--- config.mk ---
export PLATFORM = sky130hd
export DESIGN_NAME = seven_seg_disp_arb
export DESIGN_NICKNAME = d
export VERILOG_FILES = /design/src/rtl/seven_seg_pkg.sv /design/src/rtl/seven_seg_hex_decode.sv /design/src/rtl/seven_seg_disp_arb.sv
export SDC_FILE = /design/constraint.sdc
export NUM_CORES = 1
export LEC_CHECK = 0
export ABC_AREA = 1
export BUFFER_PORTS_ARGS = -buffer_cell sky130_fd_sc_hd__buf_2
export CORE_ASPECT_RATIO = 1.25
export CORE_UTILIZATION = 56
export CTS_CLUSTER_SIZE = 12
export DETAILED_ROUTE_END_ITERATION = 10
export GPL_TIMING_DRIVEN = 0
export PLACE_DENSITY = 0.89
export RECOVER_POWER = 50
export SLEW_MARGIN = 20
export SYNTH_ARGS = -nofsm -noshare
export SYNTH_HDL_FRONTEND = slang
export SYNTH_SLANG_ARGS = --single-unit
--- constraint.sdc ---
create_clock -name clk -period 3.1 [get_ports clk]
set_input_delay 0.31 -clock clk [delete_from_list [all_inputs] [get_ports clk]]
set_output_delay 0.31 -clock clk [all_outputs]
set_load 0.02 [all_outputs]
--- src/rtl/seven_seg_pkg.sv ---
// Shared definitions for the 7-segment display blocks: glyph table, blank pattern
// and arbiter state encoding.
package seven_seg_pkg;

  localparam logic [6:0] SEG_BLANK = 7'b000_0000;

  // Segment order {a,b,c,d,e,f,g}; entry n is the glyph for hex digit n.
  localparam logic [15:0][6:0] SEG_GLYPH_TABLE = {
    7'b1000111,  // F
    7'b1001111,  // E
    7'b0111101,  // d
    7'b1001110,  // C
    7'b0011111,  // b
    7'b1110111,  // A
    7'b1111011,  // 9
    7'b1111111,  // 8
    7'b1110000,  // 7
    7'b1011111,  // 6
    7'b1011011,  // 5
    7'b0110011,  // 4
    7'b1111001,  // 3
    7'b1101101,  // 2
    7'b0110000,  // 1
    7'b1111110   // 0
  };

  typedef enum logic [1:0] {
    StIdle = 2'd0,
    StOwn0 = 2'd1,
    StOwn1 = 2'd2
  } arb_state_e;

  function automatic logic [1:0] arb_gnt(input arb_state_e s);
    unique case (s)
      StOwn0:  arb_gnt = 2'b01;
      StOwn1:  arb_gnt = 2'b10;
      default: arb_gnt = 2'b00;
    endcase
  endfunction

endpackage

--- src/rtl/seven_seg_hex_decode.sv ---
// Combinational hex nibble to 7-segment glyph decoder.
module seven_seg_hex_decode
  import seven_seg_pkg::*;
(
  input  logic [3:0] i_nibble,
  output logic [6:0] o_seg
);

  assign o_seg = SEG_GLYPH_TABLE[i_nibble];

endmodule

--- src/rtl/seven_seg_disp_arb.sv ---
// 4-digit multiplexed 7-segment scanner shared between two 16-bit hex sources,
// with per-frame arbitration, data snapshot, anti-ghost blanking and brightness PWM.
module seven_seg_disp_arb
  import seven_seg_pkg::*;
#(
  parameter int unsigned CLK_DIV      = 1000,
  parameter int unsigned BLANK_CYCLES = 16,
  parameter int unsigned HOLD_FRAMES  = 64
) (
  input  logic        clk,
  input  logic        rst_n,
  input  logic [1:0]  req,
  input  logic [15:0] data0,
  input  logic [15:0] data1,
  input  logic [3:0]  brightness,
  output logic [1:0]  gnt,
  output logic        frame_tick,
  output logic [3:0]  a,
  output logic [6:0]  k
);

  localparam int unsigned CntW  = $clog2(CLK_DIV);
  localparam int unsigned HoldW = $clog2(HOLD_FRAMES + 1);

  logic [CntW-1:0]  r_slot_cnt;
  logic [1:0]       r_sel;
  arb_state_e       r_state;
  arb_state_e       w_state_nxt;
  logic [HoldW-1:0] r_hold_cnt;
  logic             r_last;
  logic [15:0]      r_shadow;
  logic [15:0]      w_shadow_nxt;
  logic             w_slot_end;
  logic             w_fb;
  logic             w_hold_done;
  logic             w_lit;
  logic [3:0]       w_nibble;
  logic [6:0]       w_glyph;

  assign w_slot_end  = (r_slot_cnt == CntW'(CLK_DIV - 1));
  assign w_fb        = w_slot_end && (r_sel == 2'd3);
  assign w_hold_done = (r_hold_cnt == HoldW'(HOLD_FRAMES));

  always_ff @(posedge clk or negedge rst_n) begin
    if (!rst_n) begin
      r_slot_cnt <= '0;
      r_sel      <= 2'd0;
    end else if (w_slot_end) begin
      r_slot_cnt <= '0;
      r_sel      <= r_sel + 2'd1;
    end else begin
      r_slot_cnt <= r_slot_cnt + 1'b1;
    end
  end

  // Next owner, evaluated every cycle but only committed on a frame boundary.
  always_comb begin
    w_state_nxt = r_state;
    case (r_state)
      StIdle: begin
        case (req)
          2'b01:   w_state_nxt = StOwn0;
          2'b10:   w_state_nxt = StOwn1;
          2'b11:   w_state_nxt = r_last ? StOwn0 : StOwn1;
          default: w_state_nxt = StIdle;
        endcase
      end
      StOwn0: begin
        if (!req[0])                     w_state_nxt = req[1] ? StOwn1 : StIdle;
        else if (req[1] && w_hold_done)  w_state_nxt = StOwn1;
      end
      StOwn1: begin
        if (!req[1])                     w_state_nxt = req[0] ? StOwn0 : StIdle;
        else if (req[0] && w_hold_done)  w_state_nxt = StOwn0;
      end
      default: w_state_nxt = StIdle;
    endcase
  end

  always_comb begin
    w_shadow_nxt = 16'h0000;
    case (w_state_nxt)
      StOwn0:  w_shadow_nxt = data0;
      StOwn1:  w_shadow_nxt = data1;
      default: w_shadow_nxt = 16'h0000;
    endcase
  end

  always_ff @(posedge clk or negedge rst_n) begin
    if (!rst_n) begin
      r_state    <= StIdle;
      r_hold_cnt <= '0;
      r_last     <= 1'b1;
      r_shadow   <= 16'h0000;
      gnt        <= 2'b00;
    end else if (w_fb) begin
      r_state  <= w_state_nxt;
      gnt      <= arb_gnt(w_state_nxt);
      r_shadow <= w_shadow_nxt;
      if (w_state_nxt != r_state) begin
        r_hold_cnt <= '0;
      end else if ((r_state != StIdle) && !w_hold_done) begin
        r_hold_cnt <= r_hold_cnt + 1'b1;
      end
      if (w_state_nxt == StOwn0)      r_last <= 1'b0;
      else if (w_state_nxt == StOwn1) r_last <= 1'b1;
    end
  end

  assign w_nibble = r_shadow[4*r_sel +: 4];

  seven_seg_hex_decode u_hex_decode (
    .i_nibble (w_nibble),
    .o_seg    (w_glyph)
  );

  // Anodes stay dark during the blanking window and the PWM off-phase of each slot.
  assign w_lit = (r_state != StIdle) &&
                 (r_slot_cnt >= CntW'(BLANK_CYCLES)) &&
                 ((brightness == 4'd15) || (r_slot_cnt[3:0] < brightness));

  always_ff @(posedge clk or negedge rst_n) begin
    if (!rst_n) begin
      a          <= 4'b0000;
      k          <= SEG_BLANK;
      frame_tick <= 1'b0;
    end else begin
      a          <= w_lit ? (4'b0001 << r_sel) : 4'b0000;
      k          <= w_glyph;
      frame_tick <= w_fb;
    end
  end

endmodule

# After elaboration in Yosys (flattened, before gate mapping)
# Memory sizes are Yosys's and may differ from the RTL's. A register that Yosys moved wholly into a read port is not among the register bits.
# Cells that the tools add are included.
# Widths: inputs -> output; s select.
# classes
addsub,3
n_lt_le_gt_ge,2
eq_ne,12
shifts,2
n_mux,17
n_reduce_logical,15
# op_table
operator,n
$pmux 16 s2,1
$shiftx 16x5->4,1
$mux 7,2
$mux 2,6
$pmux 2 s3,2
$add 10x1->10 const B,1
$eq 10x10->1 const B,1
$eq 2x2->1 const B,5
$ge 10x5->1 const B,1
$mux 10,1
$add 7x1->7 const B,1
$eq 7x7->1 const B,1
$eq 2x1->1 const B,3
$logic_and 1x1->1,6
$reduce_bool 2->1,3
$eq 4x4->1 const B,1
$lt 4x4->1,1
$mux 4,1
$pmux 2 s2,1
$reduce_and 2->1,2
$shl 1x2->4 const A,1
$mux 1,3
$add 2x1->2 const B,1
$logic_not 1->1,2
other kinds (3),3
# word_totals
ff_bits,45
romBits,112
input_bits,40
out_inout_bits,14
elab_cells,61
mem_count,1
# mem_list
name,words,word_bits,read_ports,rd_ports_with_merged_regs,wr,line,source
(name not given),16,7,1,1,0,seven_seg_hex_decode.sv:9,assign o_seg = SEG_GLYPH_TABLE[i_nibble];

# Longest topological paths before layout
# Gate-level depths: netlist of the first run.
# depth
ltp_word,8
mapped_depth,17
ltp_nobuf,16

# Hierarchy
# A second synthesis of the first run with hierarchy kept.
# hier_totals
hier_cells,381
area_unflattened_um2,3069.2
# by_module_without_submodules
module,instances,cells_each,area_per_inst_um2,seq_area_each_um2
seven_seg_disp_arb,1,329,2798.9,1302.5
seven_seg_hex_decode,1,52,270.3,0.0

# Worst setup path after synthesis of the first run
# OpenSTA, ideal clock, no wires.
# synth_timing
path_kind,reg-to-reg
start,register r_hold_cnt[0]
end,register r_shadow[12]
setup_time_ns,0.067
arrival_time_ns,2.057
required_ns,3.033
slack_ns,0.977
stages_incl_launch_ff,17
path_buffers,1
period_less_slack_ns,2.123
path_cell_list,dfrtp_1 > inv_1 > ha_1 > nand2_1 > nor2_1 > nand3_1 > nand2_1 > nor2_1 > nor2_1 > inv_1 > ha_1 > inv_1 > nand2_4 > nor2_8 > buf_12 > nand2_2 > nand3_2
# synth_between
elab_chain_len,7
elab_cells_between_ends,11
classes_between,eq/ne: 3; mux: 6; reduce/logical: 2
# synth_lines
item,line,source
from (decl),seven_seg_disp_arb.sv:29,logic [HoldW-1:0] r_hold_cnt;
from (signal assigned),seven_seg_disp_arb.sv:103,r_hold_cnt <= r_hold_cnt + 1'b1;
$eq 7x7->1 (*),seven_seg_disp_arb.sv:42,assign w_hold_done = (r_hold_cnt == HoldW'(HOLD_FRAMES));
"$logic_and 1x1->1, on equally long branches","seven_seg_disp_arb.sv:74, seven_seg_disp_arb.sv:70",
"$mux 2, on equally long branches","seven_seg_disp_arb.sv:74, seven_seg_disp_arb.sv:70",
"$mux 2, on equally long branches","seven_seg_disp_arb.sv:73, seven_seg_disp_arb.sv:69",
$pmux 2 s3 (*),seven_seg_disp_arb.sv:59,case (r_state)
via w_state_nxt[1],seven_seg_disp_arb.sv:28,arb_state_e w_state_nxt;
$eq 2x2->1 or $eq 2x1->1 (tied branches),seven_seg_disp_arb.sv:82,case (w_state_nxt)
$pmux 16 s2 (*),seven_seg_disp_arb.sv:82,
to (signal assigned),seven_seg_disp_arb.sv:99,r_shadow <= w_shadow_nxt;
to (decl),seven_seg_disp_arb.sv:31,logic [15:0] r_shadow;
# The timed path passes the listed nets; every way through them passes the cells marked *.
# A chain may end at the register's enable or synchronous reset.

# Worst setup path after layout of the first run
# Ends and elaborated chain as after synthesis.

==> results of run 1 <==
[metal layers]
layer	global-route usage	vias to the layer above	routed length (µm)
li1	-	1298	-
met1	0.273	1188	2520
met2	0.411	72	3090
met3	0.0484	11	236
met4	0.0852	0	114
met5	0	-	0
[logic make-up after synthesis]
| logic type | Yosys count | synth area share |
|---|---|---|
| flip-flops | 52 | 0.423 |
| AO/OA/AOI/OAI | 38 | 0.0728 |
| buffers and inverters | 56 | 0.0777 |
| AND/OR/NAND/NOR | 198 | 0.317 |
| adder cells (fa/ha/maj) | 22 | 0.0895 |
| XOR/XNOR | 7 | 0.0199 |
[layout make-up]
| type | count | area, µm² | share of cell area |
|---|---|---|---|
| well taps | 62 | 77.6 | 0.0221 |
| inverters | 51 | 191 | 0.0546 |
| clock inverters | 2 | 10.0 | 0.00286 |
| plain buffers | 5 | 47.5 | 0.0136 |
| flip-flops and latches | 52 | 1300 | 0.372 |
| repair buffers | 53 | 258 | 0.0735 |
| clock buffers | 6 | 82.6 | 0.0236 |
| multi-input cells | 265 | 1540 | 0.438 |
[state kept, by name, indices dropped and copies added (netlist names)]
signal / count
r_last: 1
r_slot_cnt: 10
r_state: 2
frame_tick: 1
r_shadow: 16
a: 4
k: 7
gnt: 2
r_sel: 2
r_hold_cnt: 7
[where the power goes]
group          internal (mW)  leakage [nW]  switching [mW]
Clock                  0.179        0.0510           0.224
Sequential             0.678         0.578        0.000100
Combinational         0.0198          1.26          0.0264
Total                  0.877          1.89           0.250
[critical path, stage by stage (launching register included)]
cell	delay [ps]
dfrtp_1	430
inv_1	70
ha_1	140
nand2_1	50
nor2_1	190
nand3_1	110
nand2_1	110
nor2_1	50
nor2_1	220
inv_1	110
ha_1	290
inv_1	90
nand2_4	100
nor2_8	190
buf_12	170
nand2_2	50
nand3_2	60
[stage by stage]
step / hold WS [ps] / area, µm² / utilization
finish: 194 / 3500 / 0.675
global route: 183 / 3500 / 0.675
CTS: 46.2 / 3510 / 0.677
detailed placement: 387 / 3420 / 0.660
global placement: 468 / 3420 / 0.659
floorplan: 14.4 / 3080 / -
[path summary, 6_finish.rpt]
kind,startpoint,end,depth (start not counted),slack [ps]
max in group asynchronous,rst_n,r_sel[1]$_DFFE_PN0N_,1,2060
worst min register to register,gnt[0]$_DFFE_PN0P_,gnt[0]$_DFFE_PN0P_,2,490
min in group asynchronous,rst_n,r_shadow[5]$_DFFE_PN0P_,1,260
worst min-delay path,data0[8],r_shadow[8]$_DFFE_PN0P_,3,190
worst max register to register,r_hold_cnt[0]$_DFFE_PN0P_,r_shadow[12]$_DFFE_PN0P_,16,610
worst max-delay path,r_hold_cnt[0]$_DFFE_PN0P_,r_shadow[12]$_DFFE_PN0P_,16,610
[cell usage in the layout, fill, tap and decap left out, types with 4 or more instances in the layout]
cell type,netlist,final
nand2_1,108,108
dfrtp_1,51,51
buf_2,1,47
inv_1,46,46
nor2_1,30,30
nand3_1,22,22
ha_1,22,22
a21oi_1,15,15
o21ai_0,13,13
nand3_2,10,10
nand2_2,9,9
clkbuf_1,1,7
nor3_1,6,6
clkbuf_8,0,6
xor2_1,5,5
inv_2,4,4
o211ai_1,4,4
==> qor.yml, run 1 <==
status: "finished, final reports clean"
cts_tree: "built"
fin_skew_ps: 6.57
synth_cells: 373
synthArstFlopShare: 1.00
start_util: 0.593
yosys_warnings: 0
layout.nets: 495
power_mw: 1.13
port_buffers: 53
wl_um: 5960
cts_buffer_depth: 2
dpl_worst_slack_ps: 626
syn_avg_cell_area_um2: 8.25
grt_setup_unrepaired: "false"
gp_congestion: 0.873
root_buffer: "clkbuf_8"
hold_class: "in2reg"
grt_pass1_wl_um: 10300
yosysUniqueCellTypes: 35
antenna-diode-count: 0
slew_violations: 0
grt_use_total: 0.234
hold_viol_final: 0
cp_data_arrival_time_ps: 2740
ys_top_cells_by_area: "dfrtp_1, nand2_1, ha_1, inv_1, nor2_1"
antenna_found_initial: 0
post_drt_via_cell_ratio: 5.18
hpwl_um: 4520
cp_max_fo: 10
leakagePower_nw: 1.89
remaining_drc_errors: 0
fill_cells: 433
die-area_um2: 5800
peakVddDrop_mv: 0.240
grt_max_degree: 53
tns_ps: 0
drv_cap: 0
synth_common_cells: "nand2_1, dfrtp_1, inv_1, nor2_1"
worstMarginPinSlew_ps: 1280
postCtsSetupBuffers: 0
cts_max_level: 2
netlist.area_leader.share: 0.415
fmax_mhz: 402
overflow: 0
slew_headroom: 0.149
area_growth_pct: 13.9
synth_fp_nets: 435
dp_cells: 488
ys.flop_type: "dfrtp_1"
routedWlPerCell_um: 12.0
synth_most_common_cell: "nand2_1"
clkLatencyLatePin_ps: 310
clock-sinks: 52
end_kind: "flop"
drtAntennaViolNets: 0
ios: 54
die_y_um: 84.9
drtIter0Drc: 128
period_needed_ps: 2490
post-route-period-util: 0.803
ys_seq_elements: 52
synth_top_area_cell: "dfrtp_1"
core_area_um2: 5190
critPathLaunchType: "flop"
grt_pass1_vias: 2508
cp.required_ps: 3350
clkTransAtPathRegs_ps: 90
drive_above_1_share: 0.214
synth_seq_area_share: 0.423
worst_slack_ps: 611
vias: 2569
power_density_nw_per_um2: 322
criticalPathCategory: "reg2reg"
chipWidth_um: 68.3
dr.pass1.iters: 4
cts_hold_buf: 0
post_cts_resized: 0
cts_buffers: 5
synth_edf_count: 0
num_rows: 29
syn_area_um2: 3080
layoutNonFillerInstCount: 496
setup_viol: 0
(Power assumes the default switching activity.)
==> run 2, diff against run 1 <==
==> constraint.sdc (replaced) <==
create_clock -name clk -period 2.4 [get_ports clk]
set_input_delay 0.24 -clock clk [delete_from_list [all_inputs] [get_ports clk]]
set_output_delay 0.24 -clock clk [all_outputs]
set_load 0.02 [all_outputs]
==> run 2 against run 1 <==
  * Sequential cell count is the same
  * Die area is the same
  * Utilization grew 4.0 points
  * Register-to-register slack lost 550 ps
  * Sequential share of layout area shrank 2.1 points
  * Non-clock buffer count grew 13
  * Routed wire length grew 9.7%
  * Final area grew 5.9%
  * Maximum frequency grew 6.6%
  * Clock power grew 30%
  * Power grew 30%
  * Highest routed layer unchanged
==> qor.yml, run 2 (synthesis gave the netlist of run 1 again) <==
status: "finished, final reports clean"
drtIter0Drc: 124  # -3.1%
mostFrequentLayoutCell: "nand2_1"
largest_reg_flops: 16  # unchanged
grt_max_degree: 53  # unchanged
stdcell_area_um2: 3710  # +5.9%
critPathMostFrequentCell: "nand2_1"
hold_viol_final: 0  # unchanged
post-route-period-util: 0.973  # +0.170
seq_power_share: 0.599  # -0.003
critPathMaxStageDelay_ps: 510  # +80 ps
layout.nets: 509  # +2.8%
remaining_drc_errors: 0  # unchanged
antenna-diode-count: 0  # unchanged
clkLatencyLatePin_ps: 310  # about the same
placed_area_um2: 3420  # unchanged
num_rows: 29  # unchanged
tns_ps: 0  # unchanged
grt_pass1_vias: 2516  # +0.32%
drive_above_1_share: 0.266  # +0.0513
mostFrequentLayoutCells: "nand2_1, dfrtp_1, buf_2"
slew_violations: 0  # unchanged
core_area_um2: 5190  # unchanged
die_y_um: 84.9  # unchanged
power_density_nw_per_um2: 394  # +22%
dr.pass1.iters: 4  # unchanged
cp_max_fo: 10  # unchanged
path_cells: "buf_4, inv_2, nand2_1, a32oi_1, inv_1, ha_1, nand2_1, nand2_1, a21oi_1, a31oi_1"
routedWlPerCell_um: 12.8  # +6.7%
switching_share: 0.225  # +0.00254
area_growth_pct: 20.7
chipWidth_um: 68.3  # unchanged
slew_headroom: 0.150  # +0.000624
critPathLaunchType: "flop"
cp.required_ps: 2600  # -750 ps
antenna_found_initial: 0  # unchanged
p_sw_uw: 329  # +31%
regMostFlops: "r_shadow"
leakagePower_nw: 1.96  # +3.4%
internal-power_mw: 1.13  # +29%
end_kind: "flop"
hold-worst-slack_ps: 121  # -72.9 ps
clkTransAtPathRegs_ps: 100  # about the same
grt_use_total: 0.235  # +0.000552
power_mw: 1.46  # +30%
hpwl_um: 4520  # unchanged
post_drt_via_cell_ratio: 5.22  # +0.74%
port_buffers: 53  # unchanged
pwr-share-comb: 0.042  # about the same
vias: 2661  # +3.6%
wl_um: 6540  # +9.7%
cts_buffers: 5  # unchanged
cpMaxStageDelayCell: "a32oi_1"
setup_viol: 0  # unchanged
overflow: 0  # unchanged
clock-sinks: 52  # unchanged
root_buffer: "clkbuf_8"
hold_class: "in2reg"
peakVddDrop_mv: 0.317  # +32%
drtAntennaViolNets: 0  # unchanged
drv_cap: 0  # unchanged
fill_cells: 395  # -8.8%
criticalPathCategory: "reg2reg"
p_clk_frac: 0.359  # +0.002
reg_top3: "r_shadow (16), r_slot_cnt (10)"
worstMarginPinSlew_ps: 1280  # -0.937 ps
grt_pass1_wl_um: 10300  # +0.14%
fmax_mhz: 428  # +6.6%
cts_max_level: 2  # unchanged
gp_congestion: 0.873  # unchanged
ios: 54  # unchanged
cts_tree: "built"
start_util: 0.593  # unchanged
cp_data_arrival_time_ps: 2540  # -200 ps
cts_buffer_depth: 2  # unchanged
fin_skew_ps: 8.81  # +2.25 ps
die-area_um2: 5800  # unchanged
period_needed_ps: 2340  # -153 ps
run 2: cell count changes in the layout (fill, tap and decap cells not counted), moves of 3 or more:
| cell | before | now |
|---|---|---|
| nand2_1 | 108 | 104 |
| nor2_4 | 0 | 4 |
| nand3_1 | 22 | 19 |
| nand2_2 | 9 | 13 |
| nand3_2 | 10 | 13 |
| buf_4 | 1 | 11 |
| nor2_1 | 30 | 27 |
run 2: timing repair:
item                                    4_1_cts  5_1_grt
pin swaps                                     0        4
cloned                                        0        3
hold buffers                                  1        0
hold endpoints to repair                     51        0
buffers inserted                              0       10
resized for setup                             2       15
endpoints found under the setup margin       14       17
run 2: worst paths after layout:
kind,cells after the start,slack (ps),endpoint,start
setup reg to reg,10,60,k[3]$_DFF_PN0_,r_sel[0]$_DFFE_PN0N_
min in group asynchronous,2,730,r_shadow[8]$_DFFE_PN0P_,rst_n
hold / removal,3,120,r_shadow[8]$_DFFE_PN0P_,data0[8]
setup / recovery,10,60,k[3]$_DFF_PN0_,r_sel[0]$_DFFE_PN0N_
hold reg to reg,2,490,gnt[0]$_DFFE_PN0P_,gnt[0]$_DFFE_PN0P_
max in group asynchronous,2,890,r_hold_cnt[0]$_DFFE_PN0P_,rst_n
run 2: cell type report:
cell class	count	area, µm²	area share
inverter	51	191	0.0516
buffer	5	51.3	0.0138
sequential	52	1300	0.351
timing repair buffer	66	394	0.106
clock inverter	2	10.0	0.00270
tap	62	77.6	0.0209
multi-input combinational	266	1600	0.432
clock buffer	6	82.6	0.0222
run 2: power groups by stage:
stage	registers (mW)	logic [mW]	clock network (mW)
floorplan	0.894	0.00756	0
global placement	0.893	0.0601	0
detailed placement	0.893	0.0623	0
CTS	0.876	0.0637	0.527
global route	0.876	0.0714	0.563
finish	0.876	0.0616	0.525
run 2: layer usage:
layer,track usage,part of all wire
met1,0.273,0.41
met2,0.413,0.53
met3,0.0484,0.035
met4,0.0852,0.021
met5,0,0
run 2: stage by stage:
stage	instances	util	setup WS, ps
3_3_place_gp	488	0.659	4.52
3_5_place_dp	488	0.660	-74.4
6_report	510	0.715	64.4
4_1_cts	497	0.680	25.2
5_1_grt	510	0.715	-56.4
2_1_floorplan	373	-	277
run 2: critical path: cells and delay by family (launching register included):
| family | cells | cell delay [ps] |
|---|---|---|
| AO/OA/AOI/OAI | 3 | 700 |
| flip-flops | 1 | 430 |
| adder cells (fa/ha/maj) | 1 | 330 |
| AND/OR/NAND/NOR | 3 | 210 |
| buffers and inverters | 3 | 560 |
==> run 3, diff against run 2 <==
--- a/config.mk
+++ b/config.mk
@@ -13,7 +13,7 @@
 export DETAILED_ROUTE_END_ITERATION = 10
 export GPL_TIMING_DRIVEN = 0
 export PLACE_DENSITY = 0.89
-export RECOVER_POWER = 50
+export RECOVER_POWER = 25
 export SLEW_MARGIN = 20
 export SYNTH_ARGS = -nofsm -noshare
 export SYNTH_HDL_FRONTEND = slang
==> run 3 against run 2 <==
  * Routed wire length is 0.11% lower
  * Clock skew hardly changed
  * Non-clock buffer count stayed put
  * Worst setup slack worse by 4.3 ps
  * Critical path depth stayed put
  * Hold slack worse by 2.8 ps
  * Utilization is 0.12 points higher
  * Critical path type unchanged
  * Critical endpoint unchanged
  * Largest cell class unchanged
  * Highest routed layer unchanged
==> qor.yml, run 3 (synthesis gave the netlist of run 1 again) <==
status: "finished, final reports clean"
fin_util: 0.717  # +0.00121
grt_pass1_wl_um: 10300  # unchanged
min_to: "r_shadow[8]$_DFFE_PN0P_"
dr.pass1.iters: 4  # unchanged
grt_use_total: 0.235  # unchanged
reg_top3: "r_shadow (16), r_slot_cnt (10)"
layout.nets: 509  # unchanged
root_buffer: "clkbuf_8"
routedWlPerCell_um: 12.8  # -0.11%
worstMarginPinSlew_ps: 1270  # -2.03 ps
mostFrequentLayoutCell: "nand2_1"
power_density_nw_per_um2: 393  # -0.14%
vias: 2642  # -0.71%
layoutNonFillerInstCount: 510  # unchanged
fin_skew_ps: 9.14  # +0.324 ps
grt_max_degree: 53  # unchanged
num_rows: 29  # unchanged
cp_max_fo: 10  # unchanged
mostFrequentLayoutCells: "nand2_1, buf_2, dfrtp_1"
cts_max_level: 2  # unchanged
regMostFlops: "r_shadow"
antenna_found_initial: 0  # unchanged
die_y_um: 84.9  # unchanged
remaining_drc_errors: 0  # unchanged
gp_congestion: 0.873  # unchanged
cts_buffer_depth: 2  # unchanged
clkTransAtPathRegs_ps: 100  # about the same
slew_violations: 0  # unchanged
setup_viol: 0  # unchanged
r2r.worst_path.cells: 10  # unchanged
ios: 54  # unchanged
drtIter0Drc: 124  # unchanged
chipWidth_um: 68.3  # unchanged
period_needed_ps: 2340  # +4.31 ps
end_kind: "flop"
overflow: 0  # unchanged
cp.required_ps: 2600  # about the same
power_mw: 1.46  # about the same
post_drt_via_cell_ratio: 5.18  # -0.71%
slew_headroom: 0.151  # +0.00135
hold_class: "in2reg"
core_area_um2: 5190  # unchanged
cp_data_arrival_time_ps: 2540  # about the same
r2r_end: "k[3]$_DFF_PN0_"
critPathLaunchType: "flop"
clkLatencyLatePin_ps: 320  # about the same
leakagePower_nw: 1.97  # +0.96%
criticalPathCategory: "reg2reg"
antenna-diode-count: 0  # unchanged
r2r-start: "r_sel[0]$_DFFE_PN0N_"
port_buffers: 53  # unchanged
start_util: 0.593  # unchanged
cts_buffers: 5  # unchanged
peakVddDrop_mv: 0.317  # about the same
drive_above_1_share: 0.277  # +0.0112
hold_viol_final: 0  # unchanged
min_path_cells: 3  # unchanged
dp_cells: 488  # unchanged
cts_tree: "built"
largest_reg_flops: 16  # unchanged
min_from: "data0[8]"
post-route-period-util: 0.975  # +0.00179
grt_pass1_vias: 2516  # unchanged
die-area_um2: 5800  # unchanged
drtAntennaViolNets: 0  # unchanged
drv_cap: 0  # unchanged
fmax_mhz: 427  # -0.18%
clock-sinks: 52  # unchanged
reg2reg_slack_ps: 60  # about the same
hpwl_um: 4520  # unchanged
area_growth_pct: 20.9
wl_um: 6530  # -0.11%
run 3: changes by cell type in the layout (fill, tap and decap cells not counted):
cell      before  now
buf_2         48   53
clkbuf_1       6    1
run 3: timing repair:
item,CTS,global route
buffers inserted,0,10
cloned,0,3
hold buffers,1,0
gates resized for setup,2,15
endpoints found under the hold margin,51,0
endpoints found under the setup margin,14,17
pin swaps,0,4
run 3: where the power goes:
part | internal, mW | switching (mW)
logic | 0.0268 | 0.0348
clock network | 0.231 | 0.294
registers | 0.876 | 0.000111
total | 1.13 | 0.329
run 3: how the worst max path moves through the flow:
stage / from / endpoint / slack [ps] / depth (start not counted)
5_1_grt: r_sel[0]$_DFFE_PN0N_ / k[3]$_DFF_PN0_ / -60 / 10
4_1_cts: r_hold_cnt[0]$_DFFE_PN0P_ / r_shadow[13]$_DFFE_PN0P_ / 30 / 16
3_3_place_gp: r_hold_cnt[0]$_DFFE_PN0P_ / r_shadow[12]$_DFFE_PN0P_ / 5 / 16
2_1_floorplan: r_hold_cnt[0]$_DFFE_PN0P_ / r_shadow[12]$_DFFE_PN0P_ / 280 / 16
6_report: r_sel[0]$_DFFE_PN0N_ / k[3]$_DFF_PN0_ / 60 / 10
3_5_place_dp: r_hold_cnt[0]$_DFFE_PN0P_ / r_shadow[0]$_DFFE_PN0P_ / -70 / 16
run 3: layout make-up:
cell class | instances | area, µm²
inverter | 51 | 191
fill | 395 | 1470
multi-input combinational | 266 | 1600
tap | 62 | 77.6
clock buffer | 6 | 82.6
timing repair buffer | 66 | 400
clock inverter | 2 | 10.0
buffer | 5 | 51.3
sequential | 52 | 1300
run 3: worst max-delay path, cell delays in order, from the launching register on:
cell     delay (ps)
dfrtp_1         430
buf_4           190
inv_2           170
nand2_1          80
a32oi_1         510
inv_1           200
ha_1            330
nand2_1          70
nand2_1          60
a21oi_1         140
a31oi_1          50
run 3: through the flow:
step	hold slack [ps]	setup slack (ps)	cell area, µm²	TNS (ps)
after floorplan	-55.6	277	3080	0
after global placement	444	4.52	3420	0
after detailed placement	317	-74.4	3420	-774
after CTS	120	25.2	3530	0
after global routing	114	-56.4	3720	-95.4
final	118	60.1	3720	0
run 3: routing by layer:
metal | track usage | vias to the layer above | part of all wire
li1 | - | 1327 | -
met1 | 0.273 | 1236 | 0.41
met2 | 0.413 | 68 | 0.53
met3 | 0.0484 | 11 | 0.036
met4 | 0.0852 | 0 | 0.020
met5 | 0 | - | 0
